## src/rtl/csmulti_arbiter_pkg.sv

```systemverilog
// csmulti_arbiter_pkg
// Shared definitions for the time-shared carry-save multiplier arbiter:
//   - state_e : FSM state encoding (IDLE=0, CALC=1, RESP=2)
//   - clog2   : index width helper (at least 1 bit)
package csmulti_arbiter_pkg;

    typedef enum logic [1:0] {
        ST_IDLE = 2'd0,
        ST_CALC = 2'd1,
        ST_RESP = 2'd2
    } state_e;

    // Ceiling log2 with a floor of one bit so a requester index always has a width.
    function automatic int clog2(input int value);
        int width;
        width = 32'sd1;
        for (int i = 0; i < 31; i++) begin
            if ((32'sd1 << i) < value) begin
                width = (i + 32'sd1 > width) ? i + 32'sd1 : width;
            end else begin
                width = width;
            end
        end
        return width;
    endfunction

endpackage

```

## src/rtl/csmulti_fullbasecell.sv

```systemverilog
// csmulti_fullbasecell
// Purely combinational unsigned multiplier built from a carry-save adder
// array: each partial product row is folded into a sum/carry pair with a
// 3:2 compressor and a single carry-propagate add resolves the final result.
// Ports:
//   a, b    : bitsize-wide unsigned factors
//   product : 2*bitsize-wide exact unsigned product
module csmulti_fullbasecell #(
    parameter int bitsize = 8
) (
    input  logic [bitsize-1:0]   a,
    input  logic [bitsize-1:0]   b,
    output logic [2*bitsize-1:0] product
);

    logic [2*bitsize-1:0] sum_s;
    logic [2*bitsize-1:0] carry_s;
    logic [2*bitsize-1:0] pp_s;
    logic [2*bitsize-1:0] nsum_s;
    logic [2*bitsize-1:0] ncarry_s;

    // Carry-save accumulation of partial products, then final resolve add.
    // The true product fits 2*bitsize bits, so modular truncation of the
    // intermediate vectors still yields the exact result.
    always_comb begin
        sum_s    = '0;
        carry_s  = '0;
        pp_s     = '0;
        nsum_s   = '0;
        ncarry_s = '0;
        for (int i = 0; i < bitsize; i++) begin
            pp_s     = ({{bitsize{1'b0}}, b} & {(2*bitsize){a[i]}}) << i;
            nsum_s   = sum_s ^ carry_s ^ pp_s;
            ncarry_s = ((sum_s & carry_s) | (sum_s & pp_s) | (carry_s & pp_s)) << 1;
            sum_s    = nsum_s;
            carry_s  = ncarry_s;
        end
        product = sum_s + carry_s;
    end

endmodule

```

## src/rtl/csmulti_arbiter.sv

```systemverilog
// csmulti_arbiter
// Shares one carry-save multiplier among nreq requesters using a round-robin
// picker and an IDLE -> CALC -> RESP FSM. One request is in flight at a time.
// Ports:
//   clk, rst               : clock, synchronous active-high reset
//   req_valid / req_ready  : per-requester operand handshake (ready one-hot)
//   req_a / req_b          : packed operands, requester r at [r*bitsize +: bitsize]
//   resp_valid / resp_ready: result handshake
//   resp_id, resp_product  : owner index and exact unsigned product
//   busy                   : high whenever the FSM is not IDLE
module csmulti_arbiter
    import csmulti_arbiter_pkg::*;
#(
    parameter int bitsize = 8,
    parameter int nreq    = 4
) (
    input  logic                     clk,
    input  logic                     rst,
    input  logic [nreq-1:0]          req_valid,
    output logic [nreq-1:0]          req_ready,
    input  logic [nreq*bitsize-1:0]  req_a,
    input  logic [nreq*bitsize-1:0]  req_b,
    output logic                     resp_valid,
    input  logic                     resp_ready,
    output logic [clog2(nreq)-1:0]   resp_id,
    output logic [2*bitsize-1:0]     resp_product,
    output logic                     busy
);

    localparam int idw = clog2(nreq);

    state_e               state_q, state_d;
    logic [idw-1:0]       last_grant_q, last_grant_d;
    logic [bitsize-1:0]   op_a_q, op_a_d;
    logic [bitsize-1:0]   op_b_q, op_b_d;
    logic [idw-1:0]       op_id_q, op_id_d;
    logic [2*bitsize-1:0] result_q, result_d;
    logic [idw-1:0]       resp_id_q, resp_id_d;
    logic                 resp_valid_q, resp_valid_d;
    logic                 busy_q, busy_d;

    logic                 found_s;
    logic [idw-1:0]       grant_idx_s;
    logic [nreq-1:0]      req_ready_s;
    logic                 handshake_s;
    logic [bitsize-1:0]   sel_a_s;
    logic [bitsize-1:0]   sel_b_s;
    logic [2*bitsize-1:0] mult_s;

    csmulti_fullbasecell #(
        .bitsize (bitsize)
    ) u_mult (
        .a       (op_a_q),
        .b       (op_b_q),
        .product (mult_s)
    );

    // Round-robin picker: scan from last_grant+1, wrapping, first valid wins.
    always_comb begin
        int             cand;
        logic [idw-1:0] cand_idx;
        found_s     = 1'b0;
        grant_idx_s = '0;
        cand        = 32'sd0;
        cand_idx    = '0;
        for (int k = 1; k <= nreq; k++) begin
            cand     = (int'(last_grant_q) + k) % nreq;
            cand_idx = idw'(cand);
            if (!found_s && req_valid[cand_idx]) begin
                found_s     = 1'b1;
                grant_idx_s = cand_idx;
            end else begin
                found_s     = found_s;
            end
        end
        if (found_s && (state_q == ST_IDLE) && !rst) begin
            req_ready_s = {{(nreq-1){1'b0}}, 1'b1} << grant_idx_s;
        end else begin
            req_ready_s = '0;
        end
    end

    assign handshake_s = |req_ready_s;

    // Operand mux for the winning requester.
    always_comb begin
        sel_a_s = '0;
        sel_b_s = '0;
        for (int r = 0; r < nreq; r++) begin
            if (int'(grant_idx_s) == r) begin
                sel_a_s = req_a[r*bitsize +: bitsize];
                sel_b_s = req_b[r*bitsize +: bitsize];
            end else begin
                sel_a_s = sel_a_s;
            end
        end
    end

    // FSM next-state and datapath register updates.
    always_comb begin
        state_d      = state_q;
        last_grant_d = last_grant_q;
        op_a_d       = op_a_q;
        op_b_d       = op_b_q;
        op_id_d      = op_id_q;
        result_d     = result_q;
        resp_id_d    = resp_id_q;
        case (state_q)
            ST_IDLE: begin
                if (handshake_s) begin
                    state_d      = ST_CALC;
                    last_grant_d = grant_idx_s;
                    op_a_d       = sel_a_s;
                    op_b_d       = sel_b_s;
                    op_id_d      = grant_idx_s;
                end else begin
                    state_d      = ST_IDLE;
                end
            end
            ST_CALC: begin
                // Operands have been stable for the whole cycle; capture the product.
                state_d   = ST_RESP;
                result_d  = mult_s;
                resp_id_d = op_id_q;
            end
            ST_RESP: begin
                if (resp_ready) begin
                    state_d = ST_IDLE;
                end else begin
                    state_d = ST_RESP;
                end
            end
            default: begin
                state_d = ST_IDLE;
            end
        endcase
        resp_valid_d = (state_d == ST_RESP);
        busy_d       = (state_d != ST_IDLE);
    end

    // State and datapath registers with synchronous reset.
    always_ff @(posedge clk) begin
        if (rst) begin
            state_q      <= ST_IDLE;
            last_grant_q <= idw'(nreq - 1);
            op_a_q       <= '0;
            op_b_q       <= '0;
            op_id_q      <= '0;
            result_q     <= '0;
            resp_id_q    <= '0;
            resp_valid_q <= 1'b0;
            busy_q       <= 1'b0;
        end else begin
            state_q      <= state_d;
            last_grant_q <= last_grant_d;
            op_a_q       <= op_a_d;
            op_b_q       <= op_b_d;
            op_id_q      <= op_id_d;
            result_q     <= result_d;
            resp_id_q    <= resp_id_d;
            resp_valid_q <= resp_valid_d;
            busy_q       <= busy_d;
        end
    end

    assign req_ready    = req_ready_s;
    assign resp_valid   = resp_valid_q;
    assign resp_id      = resp_id_q;
    assign resp_product = result_q;
    assign busy         = busy_q;

endmodule

```

## config.mk

```make
export PLATFORM = sky130hd
export DESIGN_NAME = csmulti_arbiter
export DESIGN_NICKNAME = d
export VERILOG_FILES = /design/src/rtl/csmulti_arbiter_pkg.sv /design/src/rtl/csmulti_fullbasecell.sv /design/src/rtl/csmulti_arbiter.sv
export SDC_FILE = /design/constraint.sdc
export NUM_CORES = 1
export LEC_CHECK = 0
export BUFFER_PORTS_ARGS = -buffer_cell sky130_fd_sc_hd__clkbuf_2
export CAP_MARGIN = 15
export CORE_MARGIN = 4
export CORE_UTILIZATION = 55
export CTS_CLUSTER_DIAMETER = 120
export DETAILED_ROUTE_END_ITERATION = 10
export GPL_TIMING_DRIVEN = 0
export PLACE_DENSITY = 0.82
export RECOVER_POWER = 50
export REMOVE_ABC_BUFFERS = 1
export SLEW_MARGIN = 20
export SYNTH_ARGS = -nofsm -noshare
export SYNTH_HDL_FRONTEND = slang
export SYNTH_SLANG_ARGS = --single-unit
```

## constraint.sdc

```tcl
create_clock -name clk -period 7.1 [get_ports clk]
set_clock_uncertainty 0.2 [all_clocks]
set_input_delay 0.71 -clock clk [delete_from_list [all_inputs] [get_ports clk]]
set_output_delay 0.71 -clock clk [all_outputs]
set_load 0.1 [all_outputs]
```

[Word-level counts from Yosys, hierarchy flattened]
Index checks and enable logic that the tools add are counted.
Storage, ports and cells
  flip-flop bits (word level): 42
  input bits: 71
  output and inout bits: 24
  logic and storage cells: 119
Operators by class
  $add $sub $neg: 5
  order comparisons: 4
  equality and inequality tests: 6
  shift-type cells: 1
  mux-type cells: 28
  bitwise operators: 52
  reductions and logical operators: 14
Operators by type and width (number)
  15-bit AND: 19
  16-bit XOR: 13
  15-bit OR: 12
  8-bit 2-to-1 mux: 8
  16-bit adder: 1
  8-bit by 16-bit AND with 16-bit output: 1
  8-bit by 15-bit AND with 15-bit output: 1
  8-bit by 14-bit AND with 14-bit output: 1
  8-bit by 13-bit AND with 13-bit output: 1
  8-bit by 12-bit AND with 12-bit output: 1
  2-bit by 3-bit less-than comparator with 1-bit output (second input constant): 4
  8-bit by 11-bit AND with 11-bit output: 1
  8-bit by 10-bit AND with 10-bit output: 1
  2-bit 2-to-1 mux: 5
  8-bit by 9-bit AND with 9-bit output: 1
  1-bit 2-to-1 mux: 9
  1-bit binary-select mux with 2-bit select: 4
  2-bit equality test (second input constant): 4
  2-bit one-hot mux with 3 select lines: 1
  1-bit logical AND: 5
  2-bit by 1-bit adder with 2-bit output (second input constant): 2
  2-bit adder (second input constant): 2
  2-bit by 1-bit equality test with 1-bit output (second input constant): 2
  1-bit zero test: 4
  6 further kinds: 7

[Longest topological paths before layout]
  depth after elaboration: 21
  mapped depth: 21
  mapped depth without buffers: 20

[Cells and area by module]
From an unflattened synthesis, not the netlist that was laid out.
Second synthesis, totals
  cells, all modules: 441
  area, all modules: 3822.4 µm²
By module, submodules not included
  csmulti_arbiter: times used 1, cells an instance 257, area an instance 2208.4 µm², seq. area each 840.8 µm²
  csmulti_fullbasecell: times used 1, cells an instance 184, area an instance 1614.0 µm², seq. area each 0.0 µm²

[Worst setup path before layout]
Ideal clock, no wire load.
  path kind: reg2reg
  start: register op_b_q[7]
  end: register result_q[14] (netlist: resp_product[14])
  library setup time: 0.065 ns
  arrival time: 5.188 ns
  slack: 1.647 ns
  cell stages (with the launch flop): 22
  path buffers: 1
  clock period less this slack: 5.453 ns
  cell sequence: dfxtp_1 > clkbuf_1 > and2_1 > ha_1 > inv_1 > fa_1 > inv_1 > fa_1 > fa_1 > fa_1 > fa_1 > inv_1 > fa_1 > inv_1 > ha_1 > inv_1 > fa_1 > nor2b_1 > o21a_1 > o211ai_1 > a2111o_1 > nand3_1
Between the ends
  cells in the longest elaborated chain, start to end: 21
  elaborated cells on any way between the ends: 53
Ends and longest elaborated chain
  start, declared: RTL line csmulti_arbiter.sv:35  | logic [bitsize-1:0] op_b_q, op_b_d;
  start signal, assigned: RTL line csmulti_arbiter.sv:157  | op_b_q <= op_b_d;
  8-bit by 16-bit AND with 16-bit output / 8-bit by 15-bit AND with 15-bit output (equally long branches): RTL line csmulti_fullbasecell.sv:32  | pp_s = ({{bitsize{1'b0}}, b} & {(2*bitsize){a[i]}}) << i;
  16-bit XOR / 15-bit AND (equally long branches): RTL line csmulti_fullbasecell.sv:33, csmulti_fullbasecell.sv:34
  15-bit AND: RTL line csmulti_fullbasecell.sv:34  | ncarry_s = ((sum_s & carry_s) | (sum_s & pp_s) | (carry_s & pp_s)) << 1;
  15-bit OR (2 in series): RTL line csmulti_fullbasecell.sv:34
  15-bit AND: RTL line csmulti_fullbasecell.sv:34
  15-bit OR (2 in series): RTL line csmulti_fullbasecell.sv:34
  15-bit AND: RTL line csmulti_fullbasecell.sv:34
  15-bit OR (2 in series): RTL line csmulti_fullbasecell.sv:34
  15-bit AND: RTL line csmulti_fullbasecell.sv:34
  15-bit OR (2 in series): RTL line csmulti_fullbasecell.sv:34
  15-bit AND: RTL line csmulti_fullbasecell.sv:34
  15-bit OR (2 in series): RTL line csmulti_fullbasecell.sv:34
  15-bit AND: RTL line csmulti_fullbasecell.sv:34
  15-bit OR (2 in series): RTL line csmulti_fullbasecell.sv:34
  16-bit adder *: RTL line csmulti_fullbasecell.sv:38  | product = sum_s + carry_s;
  end signal, assigned: RTL line csmulti_arbiter.sv:159  | result_q <= result_d;
  end, declared: RTL line csmulti_arbiter.sv:37  | logic [2*bitsize-1:0] result_q, result_d;
Every way passes the cells marked *; elsewhere a longest branch is shown, timed or not.
A chain may end at the register's enable or synchronous reset.

[Worst setup path after layout]
  start: register op_a_q[0]
  end: register result_q[14] (netlist: resp_product[14])
Between the ends
  cells in the longest elaborated chain, start to end: 21
  elaborated cells on any way between the ends: 46
Ends and longest elaborated chain
  start, declared: RTL line csmulti_arbiter.sv:34  | logic [bitsize-1:0] op_a_q, op_a_d;
  start signal, assigned: RTL line csmulti_arbiter.sv:156  | op_a_q <= op_a_d;
  8-bit by 16-bit AND with 16-bit output *: RTL line csmulti_fullbasecell.sv:32
  16-bit XOR / 15-bit AND (equally long branches): RTL line csmulti_fullbasecell.sv:33, csmulti_fullbasecell.sv:34
  15-bit AND: RTL line csmulti_fullbasecell.sv:34
  15-bit OR (2 in series): RTL line csmulti_fullbasecell.sv:34
  15-bit AND: RTL line csmulti_fullbasecell.sv:34
  15-bit OR (2 in series): RTL line csmulti_fullbasecell.sv:34
  15-bit AND: RTL line csmulti_fullbasecell.sv:34
  15-bit OR (2 in series): RTL line csmulti_fullbasecell.sv:34
  15-bit AND: RTL line csmulti_fullbasecell.sv:34
  15-bit OR (2 in series): RTL line csmulti_fullbasecell.sv:34
  15-bit AND: RTL line csmulti_fullbasecell.sv:34
  15-bit OR (2 in series): RTL line csmulti_fullbasecell.sv:34
  15-bit AND: RTL line csmulti_fullbasecell.sv:34
  15-bit OR (2 in series): RTL line csmulti_fullbasecell.sv:34
  16-bit adder *: RTL line csmulti_fullbasecell.sv:38
Marks and branches as above.

==> results.sh <==
export IMPL_nNetsFinal=639
export IMPL_drt_wirelength_per_cell_um=14.56
export IMPL_end_kind="flip-flop"
export IMPL_drc=0
export IMPL_port_buffers=94
export IMPL_overflow=0
export IMPL_min_path_type="flip-flop to flip-flop"
export IMPL_arrival_ns=5.80
export IMPL_die_area_um2=8452
export IMPL_synthCells=443
export IMPL_first_iter_violations=90
export IMPL_worstSetupStartpointType="flip-flop"
export IMPL_path_delay_family="adder cells"
export IMPL_netlist_area_um2=3875
export IMPL_cts_reportedPaths_clkPinSlew_ns=0.09
export IMPL_first_pass_iters=4
export IMPL_grt_max_degree=39
export IMPL_clk_path_buf_depth=2
export IMPL_start_util=0.5672
export IMPL_die_y_um=91.94
export IMPL_cp_required_ns=7.15
export IMPL_cts_root_buffer="clkbuf_8"
export IMPL_cts_tree="yes"
export IMPL_cpPeakStageDelay_ns=0.52
export IMPL_synthAdderAreaFrac=0.2674
export IMPL_final_area_um2=4290
export IMPL_gp_congestion=0.8495
export IMPL_synth_edff_count=0
export IMPL_row_count=30
export IMPL_hold_buffers=0
export IMPL_slew_viol_final=24
export IMPL_period_share=0.8101
export IMPL_syn_avg_cell_area_um2=8.747
export IMPL_finalSetupViolations=0
export IMPL_grt_pass1_wl_mm=15.48
export IMPL_period_minus_slack_ns=5.752
export IMPL_relSlewSlack=-0.02102
export IMPL_crit_fanout=9
export IMPL_postCtsSetupBuffers=0
export IMPL_viasPerCell=5.539
export IMPL_dpl_instance_area_um2=4237
export IMPL_layout_drive_gt1_share=0.2012
export IMPL_grt_pass1_vias=3600
export IMPL_ys_ff_latch=42
export IMPL_path_buf_inv=5
export IMPL_antenna_cells=0
export IMPL_wirelength_mm=8.855
export IMPL_dp_final_hpwl_mm=7.091
export IMPL_async_flop_share=0
export IMPL_synth_top_family_by_area="adder cells"
export IMPL_io_pins=95
export IMPL_h_tree_depth=2
export IMPL_rsz0062_at_grt="false"
export IMPL_grt_usage=0.2216
export IMPL_ys_warn_count=0
export IMPL_cts_sinks=42
export IMPL_worstPathCellList="and2_1, ha_1, inv_1, fa_1, inv_1, fa_1, fa_1, fa_1, fa_1, inv_1, fa_1, inv_1, ha_1, inv_1, fa_1, nor2b_1, o21a_1, o211ai_1, a2111o_1, nand3_1"
export IMPL_tightest_slew_ns=1.528
export IMPL_yosysSeqAreaShare=0.2170
export IMPL_p_leak_nw=1.758
export IMPL_numCtsBuffers=5
export IMPL_synth_distinct_cells=59
export IMPL_post_cts_resized=0
export IMPL_outcome="complete, but fails checks"
export IMPL_clock_latency_ns=0.31
export IMPL_area_growth_pct=10.72
export IMPL_drtAntennaViolNets=0
export IMPL_die_x_um=91.94
export IMPL_synth_compound_area_frac=0.1656
export IMPL_path_class="flip-flop to flip-flop"
export IMPL_crit_slowest_cell="dfxtp_1"
export IMPL_synth_simple_area_share=0.2160
export IMPL_pre_cts_ws_ns=1.395
export IMPL_powerDensity_nw_per_um2=200.3
export IMPL_synth_xor_area_share=0
export IMPL_max_cap_violations=1
export IMPL_fmax_mhz=173.9
export IMPL_crit_top_cell="fa_1"
export IMPL_antenna_found_initial=0
export IMPL_yosys_mux_area_fraction=0.02971
export IMPL_ir_worst_vdd_mv=0.1739
export IMPL_dr_total_vias=3368
export IMPL_coreArea_um2=6832
export IMPL_setup_tns_ns=0
export IMPL_synth_flop_cell="dfxtp_1"
export IMPL_hold_violations=0
export IMPL_violations="max-capacitance violations, max-slew violations"
export IMPL_fin_ws_ns=1.348
[worst paths after layout]
check	cells after the start	to	start	slack [ns]
hold / removal	2	resp_product[0]$_SDFFE_PP0N_	resp_product[0]$_SDFFE_PP0N_	0.26
setup / recovery	20	resp_product[14]$_SDFFE_PP0N_	op_a_q[0]$_SDFFE_PP0P_	1.35
setup reg to reg	20	resp_product[14]$_SDFFE_PP0N_	op_a_q[0]$_SDFFE_PP0P_	1.35
hold reg to reg	2	resp_product[0]$_SDFFE_PP0N_	resp_product[0]$_SDFFE_PP0N_	0.26
[per-stage QoR]
step                utilization  cells  hold slack [ns]  power (mW)
floorplan                     -    409           0.2227      0.5981
global placement         0.6176    599           0.2415      0.6860
detailed placement       0.6201    600           0.2437      0.7041
CTS                      0.6333    608           0.2556      0.8686
global route             0.6280    608           0.2714      0.9220
finish                   0.6280    608           0.2553      0.8595
[report_power, final]
part	total, mW	internal, mW	switching [mW]
logic	0.376	0.129	0.248
clock network	0.163	0.0693	0.0938
registers	0.320	0.267	0.0529
[logic make-up (layout without fill, tap and decap cells)]
| family | count (synthesis) | after routing |
|---|---|---|
| DFF | 42 | 42 |
| buffers and inverters | 76 | 145 |
| AOI/OAI and AO/OA | 94 | 94 |
| and+or+nand+nor | 163 | 163 |
| muxes | 11 | 11 |
| adders and majority gates | 57 | 57 |
[tightest hold or removal path, cell delays in order, from the launching register on]
cell	delay (ns)
dfxtp_1	0.31
nand2_1	0.05
a21oi_1	0.05
[Yosys cell counts, types with 6 or more instances]
cell type / count / area, µm²
and2_2: 6 / 45.04
nand3_1: 10 / 50.05
ha_1: 14 / 175.2
dfxtp_1: 42 / 840.8
and2_1: 27 / 168.9
a31oi_1: 10 / 62.56
mux2i_1: 7 / 70.07
a211oi_1: 8 / 60.06
fa_1: 43 / 860.8
nand2_1: 63 / 236.5
inv_1: 42 / 157.7
clkbuf_1: 18 / 67.56
nor3_1: 10 / 50.05
o21ai_0: 14 / 70.07
buf_6: 6 / 67.56
a21oi_1: 22 / 110.1
o32ai_1: 8 / 70.07
nor2_1: 18 / 67.56
[sequential cells by signal, summed over array words and instances, names as in the netlist]
register and cells:
resp_product 16, op_a_q 8, op_b_q 8, last_grant_q 2
op_id_q 2, resp_id 2, state_q 2, busy 1
resp_valid 1
[cells in the final DEF (no fill, tap or decap), types with 14 or more instances in the layout]
cell	instances
dfxtp_1	42
o21ai_0	14
clkbuf_1	21
a21oi_1	22
nand2_1	63
inv_1	42
nor2_1	19
clkbuf_2	73
and2_1	27
ha_1	14
fa_1	43
[layout make-up]
class                           count  area, µm²
Multi-Input combinational cell    325       2626
Fill cell                         630       2541
Sequential cell                    42      840.8
Timing Repair Buffer               95      455.4
Inverter                           42      157.7
Tap cell                           96      120.1
Clock buffer                        5      68.82
Clock inverter                      3      21.27
[routing by layer]
layer | global-route usage | wire length [µm] | up-vias
met3 | 0.04102 | 599 | 13
met1 | 0.2656 | 3619 | 1604
li1 | - | - | 1629
met4 | 0.07178 | 102 | 0
met2 | 0.3990 | 4533 | 122
met5 | 0 | 0 | -
Power figures use the tool's default switching activity.
